## src/rtl/clause_bound_accumulator_pkg.sv

```systemverilog
// Shared constants and state encoding for the clause bound accumulator.
// Bounds are signed; MIN/MAX here are for the default bound width.
package clause_bound_accumulator_pkg;

    localparam int BIT_WIDTH_OF_INTEGER_VARIABLE = 16;
    localparam int DEFAULT_NUMBER_OF_CLAUSES     = 4;

    typedef enum logic [1:0] {
        STATE_IDLE    = 2'd0,
        STATE_COLLECT = 2'd1,
        STATE_DONE    = 2'd2
    } state_t;

    localparam logic signed [BIT_WIDTH_OF_INTEGER_VARIABLE-1:0] SIGNED_MIN =
        {1'b1, {(BIT_WIDTH_OF_INTEGER_VARIABLE-1){1'b0}}};
    localparam logic signed [BIT_WIDTH_OF_INTEGER_VARIABLE-1:0] SIGNED_MAX =
        {1'b0, {(BIT_WIDTH_OF_INTEGER_VARIABLE-1){1'b1}}};

endpackage

```

## src/rtl/clause_bound_accumulator_bound_update.sv

```systemverilog
// Combinational intersection of one reduced clause (+/-)y <= b into [lower, upper].
// A lower candidate is -b, saturated so that negating the most negative value yields MAX.
module bound_update
    import clause_bound_accumulator_pkg::*;
#(
    parameter int BIT_WIDTH = BIT_WIDTH_OF_INTEGER_VARIABLE
) (
    input  logic signed [BIT_WIDTH-1:0] lower,
    input  logic signed [BIT_WIDTH-1:0] upper,
    input  logic signed [BIT_WIDTH-1:0] bias,
    input  logic                        sign,
    input  logic                        active,
    output logic signed [BIT_WIDTH-1:0] next_lower,
    output logic signed [BIT_WIDTH-1:0] next_upper
);

    localparam logic signed [BIT_WIDTH-1:0] MIN_VALUE = {1'b1, {(BIT_WIDTH-1){1'b0}}};
    localparam logic signed [BIT_WIDTH-1:0] MAX_VALUE = {1'b0, {(BIT_WIDTH-1){1'b1}}};

    logic signed [BIT_WIDTH-1:0] lower_candidate;

    always_comb begin
        lower_candidate = (bias == MIN_VALUE) ? MAX_VALUE : -bias;
        next_lower      = lower;
        next_upper      = upper;
        if (active) begin
            if (sign) begin
                if (bias < upper) begin
                    next_upper = bias;
                end
            end else begin
                if (lower_candidate > lower) begin
                    next_lower = lower_candidate;
                end
            end
        end
    end

endmodule

```

## src/rtl/clause_bound_accumulator.sv

```systemverilog
// Intersects a stream of reduced single-variable clauses into one interval
// [lower, upper] and reports, once per collection, whether it is non-empty.
module clause_bound_accumulator
    import clause_bound_accumulator_pkg::*;
#(
    parameter int BIT_WIDTH         = BIT_WIDTH_OF_INTEGER_VARIABLE,
    parameter int NUMBER_OF_CLAUSES = DEFAULT_NUMBER_OF_CLAUSES,
    parameter int COUNT_WIDTH       = $clog2(NUMBER_OF_CLAUSES + 1)
) (
    input  logic                        in_clk,
    input  logic                        in_reset,
    input  logic                        in_start,
    input  logic                        in_valid,
    input  logic signed [BIT_WIDTH-1:0] in_bias,
    input  logic                        in_sign,
    input  logic                        in_active,
    output logic                        out_ready,
    output logic                        out_busy,
    output logic signed [BIT_WIDTH-1:0] out_lower_bound,
    output logic signed [BIT_WIDTH-1:0] out_upper_bound,
    output logic                        out_feasible,
    output logic                        out_done
);

    // state   | meaning
    // IDLE    | holding last result, waiting for in_start
    // COLLECT | accepting clauses, bounds show running intersection
    // DONE    | result valid for one cycle; in_start restarts directly

    localparam logic signed [BIT_WIDTH-1:0] MIN_VALUE = {1'b1, {(BIT_WIDTH-1){1'b0}}};
    localparam logic signed [BIT_WIDTH-1:0] MAX_VALUE = {1'b0, {(BIT_WIDTH-1){1'b1}}};
    localparam logic [COUNT_WIDTH-1:0]      LAST_INDEX = COUNT_WIDTH'(NUMBER_OF_CLAUSES - 1);

    state_t                      state;
    logic [COUNT_WIDTH-1:0]      count;
    logic signed [BIT_WIDTH-1:0] lower_bound;
    logic signed [BIT_WIDTH-1:0] upper_bound;
    logic                        feasible;
    logic                        done;
    logic signed [BIT_WIDTH-1:0] next_lower;
    logic signed [BIT_WIDTH-1:0] next_upper;

    bound_update #(
        .BIT_WIDTH (BIT_WIDTH)
    ) u_bound_update (
        .lower      (lower_bound),
        .upper      (upper_bound),
        .bias       (in_bias),
        .sign       (in_sign),
        .active     (in_active),
        .next_lower (next_lower),
        .next_upper (next_upper)
    );

    always_ff @(posedge in_clk) begin
        if (in_reset) begin
            state       <= STATE_IDLE;
            count       <= '0;
            lower_bound <= '0;
            upper_bound <= '0;
            feasible    <= 1'b0;
            done        <= 1'b0;
        end else begin
            done <= 1'b0;
            case (state)
                STATE_IDLE: begin
                    if (in_start) begin
                        state       <= STATE_COLLECT;
                        count       <= '0;
                        lower_bound <= MIN_VALUE;
                        upper_bound <= MAX_VALUE;
                    end
                end
                STATE_COLLECT: begin
                    if (in_valid) begin
                        count       <= count + 1'b1;
                        lower_bound <= next_lower;
                        upper_bound <= next_upper;
                        if (count == LAST_INDEX) begin
                            state    <= STATE_DONE;
                            feasible <= (next_lower <= next_upper);
                            done     <= 1'b1;
                        end
                    end
                end
                STATE_DONE: begin
                    if (in_start) begin
                        state       <= STATE_COLLECT;
                        count       <= '0;
                        lower_bound <= MIN_VALUE;
                        upper_bound <= MAX_VALUE;
                    end else begin
                        state <= STATE_IDLE;
                    end
                end
                default: begin
                    state <= STATE_IDLE;
                end
            endcase
        end
    end

    // state is a flop, so these decodes are glitch-free
    assign out_ready       = (state == STATE_COLLECT);
    assign out_busy        = (state == STATE_COLLECT);
    assign out_lower_bound = lower_bound;
    assign out_upper_bound = upper_bound;
    assign out_feasible    = feasible;
    assign out_done        = done;

endmodule

```

## config.mk

```make
export PLATFORM = sky130hd
export DESIGN_NAME = clause_bound_accumulator
export DESIGN_NICKNAME = d
export VERILOG_FILES = /design/src/rtl/clause_bound_accumulator_pkg.sv /design/src/rtl/clause_bound_accumulator_bound_update.sv /design/src/rtl/clause_bound_accumulator.sv
export SDC_FILE = /design/constraint.sdc
export NUM_CORES = 1
export LEC_CHECK = 0
export BUFFER_PORTS_ARGS = -buffer_cell sky130_fd_sc_hd__buf_2
export CAP_MARGIN = 20
export CELL_PAD_IN_SITES_DETAIL_PLACEMENT = 1
export CELL_PAD_IN_SITES_GLOBAL_PLACEMENT = 2
export CORE_MARGIN = 4
export CORE_UTILIZATION = 34
export DETAILED_ROUTE_END_ITERATION = 16
export PLACE_DENSITY = 0.8
export RECOVER_POWER = 50
export SLEW_MARGIN = 10
export SYNTH_ARGS = -nofsm -noshare
export SYNTH_HDL_FRONTEND = slang
export SYNTH_SLANG_ARGS = --single-unit
```

## constraint.sdc

```tcl
create_clock -name in_clk -period 5.75 [get_ports in_clk]
set_input_delay 0.2875 -clock in_clk [delete_from_list [all_inputs] [get_ports in_clk]]
set_output_delay 0.2875 -clock in_clk [all_outputs]
set_load 0.03 [all_outputs]
```

Yosys cells after proc, flatten, opt, wreduce, memory -nomap -nowiden
Index checks and enable logic that the tools add are counted.

operators by class
  add/subtract/negate cells = 2
  $lt $le $gt $ge = 3
  equality and inequality tests = 8
  mux-type cells = 22
  bitwise gates (word level) = 2
  reduce and logical (&&, ||, !) cells = 7

operators with widths
  kind                                                             number
  16-bit 2-to-1 mux                                                11
  16-bit case mux with 2 select lines                              2
  16-bit == test, second input constant                            1
  16-bit > comparator                                              1
  16-bit <= comparator                                             1
  16-bit < comparator                                              1
  16-bit negator                                                   1
  3-bit AND reduction                                              3
  2-bit 2-to-1 mux                                                 3
  3-bit 2-to-1 mux                                                 2
  2-bit case mux with 3 select lines                               1
  3-bit case mux with 2 select lines                               1
  2-bit by 1-bit != test with 1-bit output, second input constant  2
  2-bit != test, second input constant                             2
  3-bit by 1-bit adder with 3-bit output, second input constant    1
  3-bit by 2-bit == test with 1-bit output, second input constant  1
  3-bit OR reduction                                               1
  2-bit by 1-bit == test with 1-bit output, second input constant  1
  2-bit == test, second input constant                             1
  2-bit zero test                                                  1
  1-bit 2-to-1 mux                                                 2
  1-bit inverter                                                   2
  2-bit nonzero test                                               1
  2-bit OR reduction                                               1

storage, ports and cells
  register bits after elaboration = 39
  bits of input ports = 22
  output and inout bits = 36

Depth between registers and ports, before layout
Gate-level depths: netlist (run 1).

  depth after elaboration = 8
  depth in mapped cells = 22
  mapped depth without buffers = 20

Hierarchy
A second synthesis (run 1) with hierarchy kept.

unflattened totals
  cells, all modules = 414
  area total of the unflattened synthesis = 3390.8 um2

modules (own cells, without submodules)
  module                    times used  cells an instance  area each (um2)  sequential area each (um2)
  clause_bound_accumulator  1           206                1788.0           780.7
  bound_update              1           208                1602.8           0.0

Worst setup path before layout (run 1)
OpenSTA, ideal clock, no wires.

  path type = input -> register
  start = in in_bias[6]
  end = reg feasible (netlist: out_feasible)
  setup time = 0.074 ns
  data arrival time = 4.411 ns
  required time = 5.676 ns
  path slack = 1.265 ns
  stages on the path = 20
  path buffers = 2
  cell sequence = nor4_1 nand3_1 or3_1 buf_2 nand2_1 ha_1 a21oi_1 o21ai_0 a21oi_1 nand4_1 a21oi_2 buf_2 mux2_2 ha_1 and4_1 nand4_1 or3_1 a21oi_1 nor2_1 o21ai_0

on the way
  word-level cells in the longest chain between the ends = 7
  elaborated cells between the ends (all ways) = 12

ends and longest elaborated chain
  element                                                  RTL line                                     RTL
  from (decl)                                              clause_bound_accumulator.sv:14               input logic signed [BIT_WIDTH-1:0] in_bias,
  16-bit negator / 16-bit == test (equally long branches)  clause_bound_accumulator_bound_update.sv:23  lower_candidate = (bias == MIN_VALUE) ? MAX_VALUE : -bias;
  16-bit 2-to-1 mux                                        clause_bound_accumulator_bound_update.sv:23
  16-bit > comparator                                      clause_bound_accumulator_bound_update.sv:32  if (lower_candidate > lower) begin
  16-bit 2-to-1 mux                                        clause_bound_accumulator_bound_update.sv:32
  16-bit 2-to-1 mux                                        clause_bound_accumulator_bound_update.sv:27  if (sign) begin
  16-bit 2-to-1 mux                                        clause_bound_accumulator_bound_update.sv:26  if (active) begin
  16-bit <= comparator (*)                                 clause_bound_accumulator.sv:81               feasible <= (next_lower <= next_upper);
  to (signal assigned)                                     clause_bound_accumulator.sv:81
  to (decl)                                                clause_bound_accumulator.sv:38               logic feasible;

Every way passes the cells marked *; elsewhere a longest branch is shown, timed or not.
A chain may end at the register's enable or synchronous reset.

Worst setup path in the final report (run 1)
Ends and elaborated chain as after synthesis.

==> results.py, run 1 <==
metrics = {
    "status": {
        "run_status": "completed",
    },
    "synth": {
        "yosysUniqueCellTypes": 45,
        "synthMuxAreaShare": 0.114,
        "ys_ff_latch": 39,
        "synth_most_common_cell": "inv_1",
        "synth_common_cells": "inv_1 (51), ha_1 (50), nand2_1 (40)",
        "yosysTopAreaCell": "dfxtp_1",
        "yosysWarnings": 0,
        "synth-compound-area-share": 0.210,
        "synthSimpleGateAreaFrac": 0.180,
        "synth_fp_nets": 528,
        "syn_inst": 456,
        "syn_area_per_cell_um2": 7.97,
        "synthTopCellsByArea": "dfxtp_1 (21%), ha_1 (17%), a211oi_1 (5.8%)",
        "synth_top_area_frac": 0.215,
        "synth_edf_count": 0,
        "seq_area_frac_synth": 0.215,
        "synth_flop_cell": "dfxtp_1",
        "synthAdderAreaFrac": 0.172,
        "synth_top_family_by_area": "compound AO/OA/AOI/OAI gates",
        "async_flop_share": 0,
        "syn_area_um2": 3630,
        "synth_xor_area_frac": 0.0241,
    },
    "sta": {
        "worst_pin_slew_ns": 0.952,
        "hold_violations": 0,
        "finalClockSkew_ns": 0.00808,
        "rsz0062_at_grt": "no",
        "fin_crit_sh": 0.921,
        "setup_tns_ns": 0,
        "slew_viol_final": 0,
        "post-route-min-period_ns": 5.29,
        "timing.fmax_ghz": 0.189,
        "setup_viol": 0,
        "worst_slew_margin_rel": 0.360,
    },
    "worst_setup_path": {
        "r2r-end": "out_feasible",
        "path_cells": "buf_2 -> nor4_1 -> nand3_1 -> or3_1 -> nand2b_1 -> ha_1 -> nor2b_1 -> o211a_1 -> o21ai_0 -> nand4_1 -> a21oi_2 -> buf_4 -> mux2_2 -> ha_1 -> a21o_1 -> a21o_1 -> a21oi_1 -> o21ai_0 -> or3_1 -> o21ai_0",
        "reg2regPathDepth": 16,
        "required_ns": 5.98,
        "worst_setup_path_end_kind": "register",
        "r2r_start": "out_lower_bound[15]",
        "slowest_stage": "or3_1",
        "cp_top_family": "simple AND/OR/NAND/NOR gates",
        "cp_max_fo": 12,
        "startpoint_type": "input port",
        "path_class": "in2reg",
        "critPathArrivalTime_ns": 5.53,
        "crit_start": "in_bias[6]",
        "slowest_delay_ns": 0.60,
        "cpMostUsedCell": "o21ai_0",
        "r2r_setup_slack_ns": 1.51,
        "worst-path-buf-inv": 2,
    },
    "grt": {
        "grt_max_degree": 39,
        "antenna_found_initial": 0,
        "grt_pass1_vias": 3897,
        "grt.overflow.total": 0,
        "grt_pass1_wl_um": 20200,
        "grtUsageTotal": 0.197,
    },
    "route": {
        "viasPerCell": 5.58,
        "wl_met2_um": 5960,
        "met3_length_um": 440,
        "top_layer": "met4",
        "wl_um": 12100,
        "dr.pass1.iters": 4,
        "wl_per_cell_um": 18.9,
        "drt_first_iter_violations": 115,
        "wl_met1_um": 5570,
        "vias": 3574,
        "drc": 0,
        "ant_nets": 0,
    },
    "pwr": {
        "p_leak_uw": 0.00177,
        "irDropWorstVdd_mv": 0.0825,
        "p_per_area_nw_per_um2": 188,
    },
    "flow_run": {
        "max_cap_violations": 0,
    },
    "clocking": {
        "tritoncts": "built",
        "cts_buffers": 5,
        "insertion_delay_ns": 0.31,
        "cts_setup_buffers": 0,
        "path_clk_slew_ns": 0.10,
        "clockBufferDepth": 2,
        "cts_sinks": 39,
        "root_buffer": "clkbuf_8",
        "cts_hold_buffers": 0,
        "cts.htree.levels": 2,
        "cts_resized": 0,
    },
    "floorplanning": {
        "io_pins": 58,
        "die_y_um": 111,
        "dieArea_um2": 12400,
        "die_x_um": 111,
        "initial_core_util": 0.350,
        "rows": 37,
        "coreArea_um2": 10400,
    },
    "placement": {
        "port_buffers": 57,
        "hpwl_um": 9250,
        "placed_cells": 633,
        "place.gp.congestion": 0.917,
    },
    "worst_hold_path": {
        "hold_path_class": "in2reg",
        "min-delay-start": "in_valid",
        "hold_depth": 3,
        "hold_path_end": "count[1]",
    },
    "layout": {
        "antenna_cells": 0,
        "post-route-util": 0.393,
        "fin_cells": 641,
        "fin_nets": 576,
        "drive_above_1_share": 0.125,
        "area_delta_synth_final_pct": 12.1,
    },
}
==> cells in the final DEF, fill, tap and decap left out, types with 2 or more instances in the layout <==
| cell | count |
|---|---|
| nor2b_1 | 5 |
| clkbuf_8 | 5 |
| buf_2 | 23 |
| nand4_1 | 28 |
| nor3_1 | 9 |
| nor2_1 | 16 |
| a21oi_1 | 36 |
| a2111oi_2 | 2 |
| mux2_2 | 18 |
| buf_4 | 6 |
| clkbuf_1 | 34 |
| xnor2_1 | 9 |
| clkinvlp_4 | 2 |
| o21a_1 | 6 |
| a21o_1 | 8 |
| nand3_1 | 12 |
| ha_1 | 50 |
| dfxtp_1 | 39 |
| a211oi_1 | 28 |
| or3_1 | 4 |
| inv_1 | 51 |
| nand3b_1 | 2 |
| nor4_1 | 2 |
| nand2_1 | 40 |
| nand2b_1 | 4 |
| o21ai_0 | 24 |
| o31ai_1 | 3 |
| mux2i_1 | 19 |
| and4_1 | 3 |
==> per-layer routing <==
| metal | vias up | global-route usage |
|---|---|---|
| met5 | - | 0 |
| met4 | 0 | 0.0454 |
| met3 | 13 | 0.0337 |
| met2 | 62 | 0.345 |
| met1 | 1745 | 0.253 |
| li1 | 1754 | - |
==> layout make-up <==
class                      instances  area (µm²)
inverter                          51         191
timing repair buffer              63         288
multi-input combinational        344        2550
sequential                        39         781
clock buffer                       5        68.8
clock inverter                     3        23.8
fill                            1317        6300
tap                              136         170
==> power by group <==
part | switching, µW | internal [µW]
clock | 126 | 87.2
sequential | 10.7 | 282
combinational | 162 | 95.2
total | 299 | 465
==> stage by stage <==
stage	area (µm²)	worst slack (ns)	hold WS (ns)	power, µW
final	4070	0.456	0.278	763
after global routing	4070	0.140	0.287	814
after CTS	4110	0.469	0.270	776
after detailed placement	4020	0.178	0.474	559
after global placement	4020	0.442	0.466	554
after floorplan	3630	1.27	0.425	479
==> registers in the layout, summed over array words and instances (netlist names) <==
| signal | count |
|---|---|
| out_feasible | 1 |
| out_lower_bound | 16 |
| count | 3 |
| out_upper_bound | 16 |
| state | 2 |
| out_done | 1 |
==> how the worst max path moves through the flow <==
stage	end	slack, ns	cells after the start
2_1_floorplan	out_feasible	1.27	20
3_3_place_gp	out_feasible	0.44	20
3_5_place_dp	out_feasible	0.18	20
4_1_cts	out_feasible	0.47	20
5_1_grt	out_feasible	0.14	20
6_report	out_feasible	0.46	20
==> worst reg2reg max path: cells and delay by family (launching register included) <==
family                   cells  cell delay [ns]
AO/OA/AOI/OAI                8             1.45
adder cells (fa/ha/maj)      2             0.70
multiplexers                 1             0.35
buffers and inverters        2             0.35
AND/OR/NAND/NOR              3             0.91
flip-flops                   1             0.40
==> cell families (layout without fill, tap and decap cells) <==
logic type	count (synthesis)	after routing
simple gates	129	129
compound gates	117	117
buf+inv	73	122
fa+ha+maj	50	50
flops	39	39
mux	38	38
xor+xnor	10	10
Power figures use the tool's default switching activity.
==> inputs of run 2 (changes only) <==
--- a/config.mk
+++ b/config.mk
@@ -7,12 +7,11 @@
 export LEC_CHECK = 0
 export BUFFER_PORTS_ARGS = -buffer_cell sky130_fd_sc_hd__buf_2
 export CAP_MARGIN = 20
-export CELL_PAD_IN_SITES_DETAIL_PLACEMENT = 1
-export CELL_PAD_IN_SITES_GLOBAL_PLACEMENT = 2
 export CORE_MARGIN = 4
-export CORE_UTILIZATION = 34
+export CORE_UTILIZATION = 58
+export CTS_BUF_LIST = sky130_fd_sc_hd__clkbuf_8 sky130_fd_sc_hd__clkbuf_16
 export DETAILED_ROUTE_END_ITERATION = 16
-export PLACE_DENSITY = 0.8
+export PLACE_DENSITY = 0.79
 export RECOVER_POWER = 50
 export SLEW_MARGIN = 10
 export SYNTH_ARGS = -nofsm -noshare
==> run 2 against run 1 <==
- critical path depth is the same
- hold slack better by 0.0062 ns
- first-iteration DRC count rose by 37%
- count of clock-buffer cells in the layout is the same
- critical endpoint unchanged
==> results.py, run 2 (synthesized netlist as in run 1, its figures left out) <==
metrics = {
    "clocking": {
        "cts_resized": 0,
        "cts.htree.levels": 2,
        "cts_sinks": 39,
        "cts_buffers": 5,
        "insertion_delay_ns": 0.30,
        "clockBufferDepth": 2,
        "tritoncts": "built",
        "cts_setup_buffers": 0,
        "root_buffer": "clkbuf_8",
        "cts_hold_buffers": 0,
        "path_clk_slew_ns": 0.09,
    },
    "pwr": {
        "irDropWorstVdd_mv": 0.108,
        "power.total_uw": 785,
        "p_leak_uw": 0.00178,
        "p_per_area_nw_per_um2": 196,
    },
    "placement": {
        "hpwl_um": 7470,
        "place.gp.congestion": 0.935,
        "port_buffers": 57,
    },
    "grt": {
        "grtUsageMet2": 0.451,
        "use_met3": 0.0341,
        "grtUsageTotal": 0.259,
        "grt.overflow.total": 0,
        "grt_max_degree": 39,
        "grt_pass1_wl_um": 16000,
        "grt_pass1_vias": 3369,
        "gr-usage-met1": 0.336,
        "antenna_found_initial": 0,
        "grt-busiest-layer": "met2",
    },
    "worst_setup_path": {
        "crit_start": "in_bias[6]",
        "slowest_delay_ns": 0.57,
        "cp_max_fo": 12,
        "path_class": "in2reg",
        "worst_setup_path_end_kind": "register",
        "cpMostUsedCell": "o21ai_0",
        "r2r_start": "out_upper_bound[7]",
        "critPathArrivalTime_ns": 5.22,
        "path_cells": "buf_2 -> nor4_1 -> nand3_1 -> or3_1 -> nand2b_1 -> ha_1 -> nor2b_1 -> o211a_1 -> o21ai_0 -> nand4_1 -> a21oi_2 -> buf_4 -> mux2_2 -> ha_1 -> nor2b_1 -> o21a_1 -> o21a_1 -> o21ai_0 -> a211oi_1 -> o21ai_0",
        "slowest_stage": "or3_1",
        "startpoint_type": "input port",
        "required_ns": 5.98,
        "cp_top_family": "simple AND/OR/NAND/NOR gates",
        "worst-path-buf-inv": 2,
    },
    "floorplanning": {
        "dieArea_um2": 7600,
        "initial_core_util": 0.607,
        "io_pins": 58,
        "rows": 28,
        "die_x_um": 87.2,
        "coreArea_um2": 5990,
        "die_y_um": 87.2,
    },
    "sta": {
        "setup_viol": 0,
        "setup_tns_ns": 0,
        "worst_slew_margin_rel": 0.377,
        "fin_crit_sh": 0.867,
        "hold_violations": 0,
        "rsz0062_at_grt": "no",
        "finalClockSkew_ns": 0.00632,
        "worst_pin_slew_ns": 0.934,
        "slew_viol_final": 0,
        "post-route-min-period_ns": 4.99,
        "timing.fmax_ghz": 0.201,
        "whs_ns": 0.284,
    },
    "route": {
        "ant_nets": 0,
        "viasPerCell": 6.13,
        "wl_um": 9500,
        "drc": 0,
        "vias": 3547,
        "wl_per_cell_um": 16.4,
        "dr.pass1.iters": 4,
        "drt_first_iter_violations": 157,
    },
    "layout": {
        "area_delta_synth_final_pct": 10.3,
        "antenna_cells": 0,
        "final_cell_mix": "inv_1 (51), ha_1 (50), nand2_1 (40)",
        "fill_cells": 526,
        "drive_above_1_share": 0.121,
        "fin_nets": 575,
        "final_common_cell": "inv_1",
    },
    "flow_run": {
        "max_cap_violations": 0,
    },
    "worst_hold_path": {
        "hold_path_class": "in2reg",
        "min-delay-start": "in_bias[8]",
    },
    "status": {
        "run_status": "completed",
    },
}
==> run 2: cell count changes in the layout (fill, tap and decap cells not counted), sizes merged <==
cell,before,now
clkinvlp,2,0
bufinv,0,1
buf,29,27
clkinv,0,1
clkbuf,39,40
==> run 2: final cells by class <==
type	instances	area, µm²	share of cell area
flip-flops and latches	39	781	0.195
clock buffers	5	68.8	0.0172
inverters	51	191	0.0478
repair buffers	62	277	0.0690
multi-input cells	344	2550	0.636
clock inverters	3	47.5	0.0119
well taps	75	93.8	0.0234
==> run 2: worst min-delay path, delay by kind of cell <==
kind	cells	cell delay, ns
compound gates	1	0.05
buf+inv	2	0.20
==> run 2: per-layer routing <==
| metal | routed length (µm) | vias up |
|---|---|---|
| met2 | 4600 | 118 |
| li1 | - | 1759 |
| met4 | 219 | 0 |
| met3 | 518 | 24 |
| met1 | 4160 | 1646 |
| met5 | 0 | - |
==> run 2: power by group <==
part / internal (µW) / switching [µW]
Clock: 132 / 114
Combinational: 93.1 / 154
Sequential: 282 / 10.5
==> run 2: worst paths after layout <==
kind | to | cells past startpoint | slack (ns)
max | out_feasible | 20 | 0.76
max reg2reg | out_feasible | 14 | 1.31
min | out_upper_bound[8] | 3 | 0.28
min reg2reg | count[1] | 2 | 0.49
==> run 2: metrics by stage <==
step	area, µm²	util	std cells	setup slack [ns]
global placement	3940	0.657	571	0.705
CTS	4050	0.677	579	0.864
finish	4010	0.669	579	0.763
detailed placement	3940	0.657	571	0.542
global route	4010	0.669	579	0.448
floorplan	3630	-	456	1.27
==> inputs of run 3 (changes only) <==
--- a/config.mk
+++ b/config.mk
@@ -7,10 +7,12 @@
 export LEC_CHECK = 0
 export BUFFER_PORTS_ARGS = -buffer_cell sky130_fd_sc_hd__buf_2
 export CAP_MARGIN = 20
+export CORE_ASPECT_RATIO = 1.25
 export CORE_MARGIN = 4
 export CORE_UTILIZATION = 58
 export CTS_BUF_LIST = sky130_fd_sc_hd__clkbuf_8 sky130_fd_sc_hd__clkbuf_16
 export DETAILED_ROUTE_END_ITERATION = 16
+export MAX_ROUTING_LAYER = met4
 export PLACE_DENSITY = 0.79
 export RECOVER_POWER = 50
 export SLEW_MARGIN = 10
==> constraint.sdc (replaced) <==
create_clock -name in_clk -period 5.75 [get_ports in_clk]
set_input_delay 1.4375 -clock in_clk [delete_from_list [all_inputs] [get_ports in_clk]]
set_output_delay 1.4375 -clock in_clk [all_outputs]
set_load 0.03 [all_outputs]
==> run 3 against run 2 <==
- the flow now finishes with violations (capacitance limit, slew limit)
- register-to-register slack better by 0.66 ns
- flip-flop and latch count unchanged
- cell count rose by 5.4%
- die area increased by 0.10%
- combinational power rose by 8.1%
- clock skew is 0.0021 ns lower
- largest cell class unchanged
- largest power group unchanged
==> results.py, run 3 (synthesized netlist as in run 1, its figures left out) <==
metrics = {
    "clocking": {
        "path_clk_slew_ns": 0.08,
        "tritoncts": "built",
        "cts_setup_buffers": 0,
        "cts_buffers": 5,
        "root_buffer": "clkbuf_8",
        "insertion_delay_ns": 0.29,
        "clockBufferDepth": 2,
        "cts_hold_buffers": 0,
        "cts_resized": 0,
        "cts_sinks": 39,
        "cts.htree.levels": 2,
    },
    "route": {
        "top_layer": "met4",
        "dr.pass1.iters": 5,
        "wl_met1_um": 4360,
        "wl_per_cell_um": 16.5,
        "viasPerCell": 6.06,
        "met3_length_um": 402,
        "drt_first_iter_violations": 312,
        "drc": 0,
        "vias": 3695,
        "ant_nets": 0,
        "wl_um": 10000,
        "wl_met2_um": 5030,
    },
    "floorplanning": {
        "coreArea_um2": 6130,
        "die_y_um": 96.5,
        "io_pins": 58,
        "dieArea_um2": 7600,
        "die_x_um": 78.8,
        "rows": 32,
        "initial_core_util": 0.593,
    },
    "sta": {
        "setup_viol": 0,
        "fin_crit_sh": 0.975,
        "post-route-min-period_ns": 5.60,
        "worst_slew_margin_rel": -0.216,
        "timing.fmax_ghz": 0.178,
        "slew_viol_final": 39,
        "fin_ws_ns": 0.146,
        "finalClockSkew_ns": 0.00422,
        "hold_violations": 0,
        "worst_pin_slew_ns": 1.82,
        "rsz0062_at_grt": "no",
    },
    "worst_setup_path": {
        "critPathArrivalTime_ns": 5.83,
        "slowest_delay_ns": 0.35,
        "crit_start": "in_bias[6]",
        "r2r_start": "out_upper_bound[6]",
        "r2r-end": "out_feasible",
        "startpoint_type": "input port",
        "cpMostUsedCell": "nand4_1",
        "path_class": "in2reg",
        "worst_setup_path_end_kind": "register",
        "path_cells": "buf_2 -> nor4_2 -> buf_4 -> nand3_1 -> buf_4 -> nor3_1 -> mux2i_1 -> ha_1 -> nand4_1 -> nor2_2 -> a21oi_2 -> nand4_1 -> a21oi_2 -> buf_12 -> mux2_2 -> ha_1 -> and4_1 -> nand4_1 -> or3_1 -> a21oi_1 -> nor2_1 -> o21ai_0",
        "cp_max_fo": 15,
        "cp-endpoint": "out_feasible",
        "reg2regPathDepth": 15,
        "required_ns": 5.98,
        "slowest_stage": "mux2i_1",
        "r2r_setup_slack_ns": 1.97,
    },
    "layout": {
        "drive_above_1_share": 0.170,
        "antenna_cells": 0,
        "area_delta_synth_final_pct": 16.4,
        "fin_nets": 596,
        "fin_area_um2": 4230,
        "multi_input_area_um2": 2570,
        "final_cell_mix": "inv_1 (51), ha_1 (50), nand2_1 (40)",
        "seq_area_um2": 781,
        "final_common_cell": "inv_1",
        "fin_cells": 610,
        "fill_cells": 540,
    },
    "grt": {
        "grt_pass1_wl_um": 16300,
        "grt_pass1_vias": 3530,
        "grtUsageTotal": 0.273,
        "antenna_found_initial": 0,
        "grt_max_degree": 39,
        "grt.overflow.total": 0,
    },
    "placement": {
        "pre_cts_ws_ns": -0.170,
        "hpwl_um": 7730,
        "placed_cells": 602,
        "place.gp.congestion": 0.923,
        "port_buffers": 57,
        "dpl_cell_area_um2": 4130,
    },
    "status": {
        "violations": "capacitance limit, slew limit",
        "run_status": "complete, but fails checks",
    },
    "worst_hold_path": {
        "hold_path_class": "reg2reg",
        "hold_depth": 2,
    },
    "pwr": {
        "power.total_uw": 807,
        "irDropWorstVdd_mv": 0.122,
        "p_leak_uw": 0.00191,
        "p_per_area_nw_per_um2": 191,
    },
    "flow_run": {
        "max_cap_violations": 1,
    },
}
==> run 3: cell count changes in the layout (fill, tap and decap cells not counted), moves of 2 or more <==
cell      before  now
buf_12         0    2
buf_2         23   25
buf_4          4   24
clkbuf_1      35   32
==> run 3: worst min-delay path by stage <==
stage | slack, ns | startpoint | end
after global routing | 0.51 | count[1] | count[1]
after detailed placement | 0.47 | count[1] | count[1]
after CTS | 0.48 | count[1] | count[1]
final | 0.48 | count[1] | count[1]
after floorplan | 0.45 | count[1] | count[1]
after global placement | 0.46 | count[1] | count[1]
==> run 3: final cells by class <==
type	instances	share of cell area
multi-input combinational	344	0.607
sequential	39	0.185
timing repair buffer	83	0.110
inverter	51	0.0453
tap	85	0.0252
clock buffer	6	0.0195
clock inverter	2	0.00829
==> run 3: routing by layer <==
metal,global-route usage,vias to the layer above
met4,0.101,0
met5,-,-
met3,0.0297,29
met2,0.473,130
met1,0.328,1739
li1,-,1797
==> run 3: critical path: cells and delay by family <==
kind / cells / cell delay, ns
AOI/OAI and AO/OA: 4 / 0.66
adders and majority gates: 2 / 0.65
muxes: 2 / 0.69
buffers and inverters: 4 / 0.63
and+or+nand+nor: 10 / 1.75
==> run 3: power breakdown <==
| group | internal, µW | total (µW) | switching, µW |
|---|---|---|---|
| registers | 282 | 293 | 10.7 |
| logic | 105 | 267 | 162 |
| clock network | 141 | 247 | 106 |
| total | 528 | 807 | 279 |
==> run 3: metrics by stage <==
| stage | setup TNS (ns) | utilization | hold slack (ns) |
|---|---|---|---|
| 2_1_floorplan | 0 | - | 0.452 |
| 3_3_place_gp | -0.0813 | 0.675 | 0.459 |
| 3_5_place_dp | -0.170 | 0.675 | 0.467 |
| 4_1_cts | 0 | 0.694 | 0.479 |
| 5_1_grt | 0 | 0.690 | 0.513 |
| 6_report | 0 | 0.690 | 0.477 |
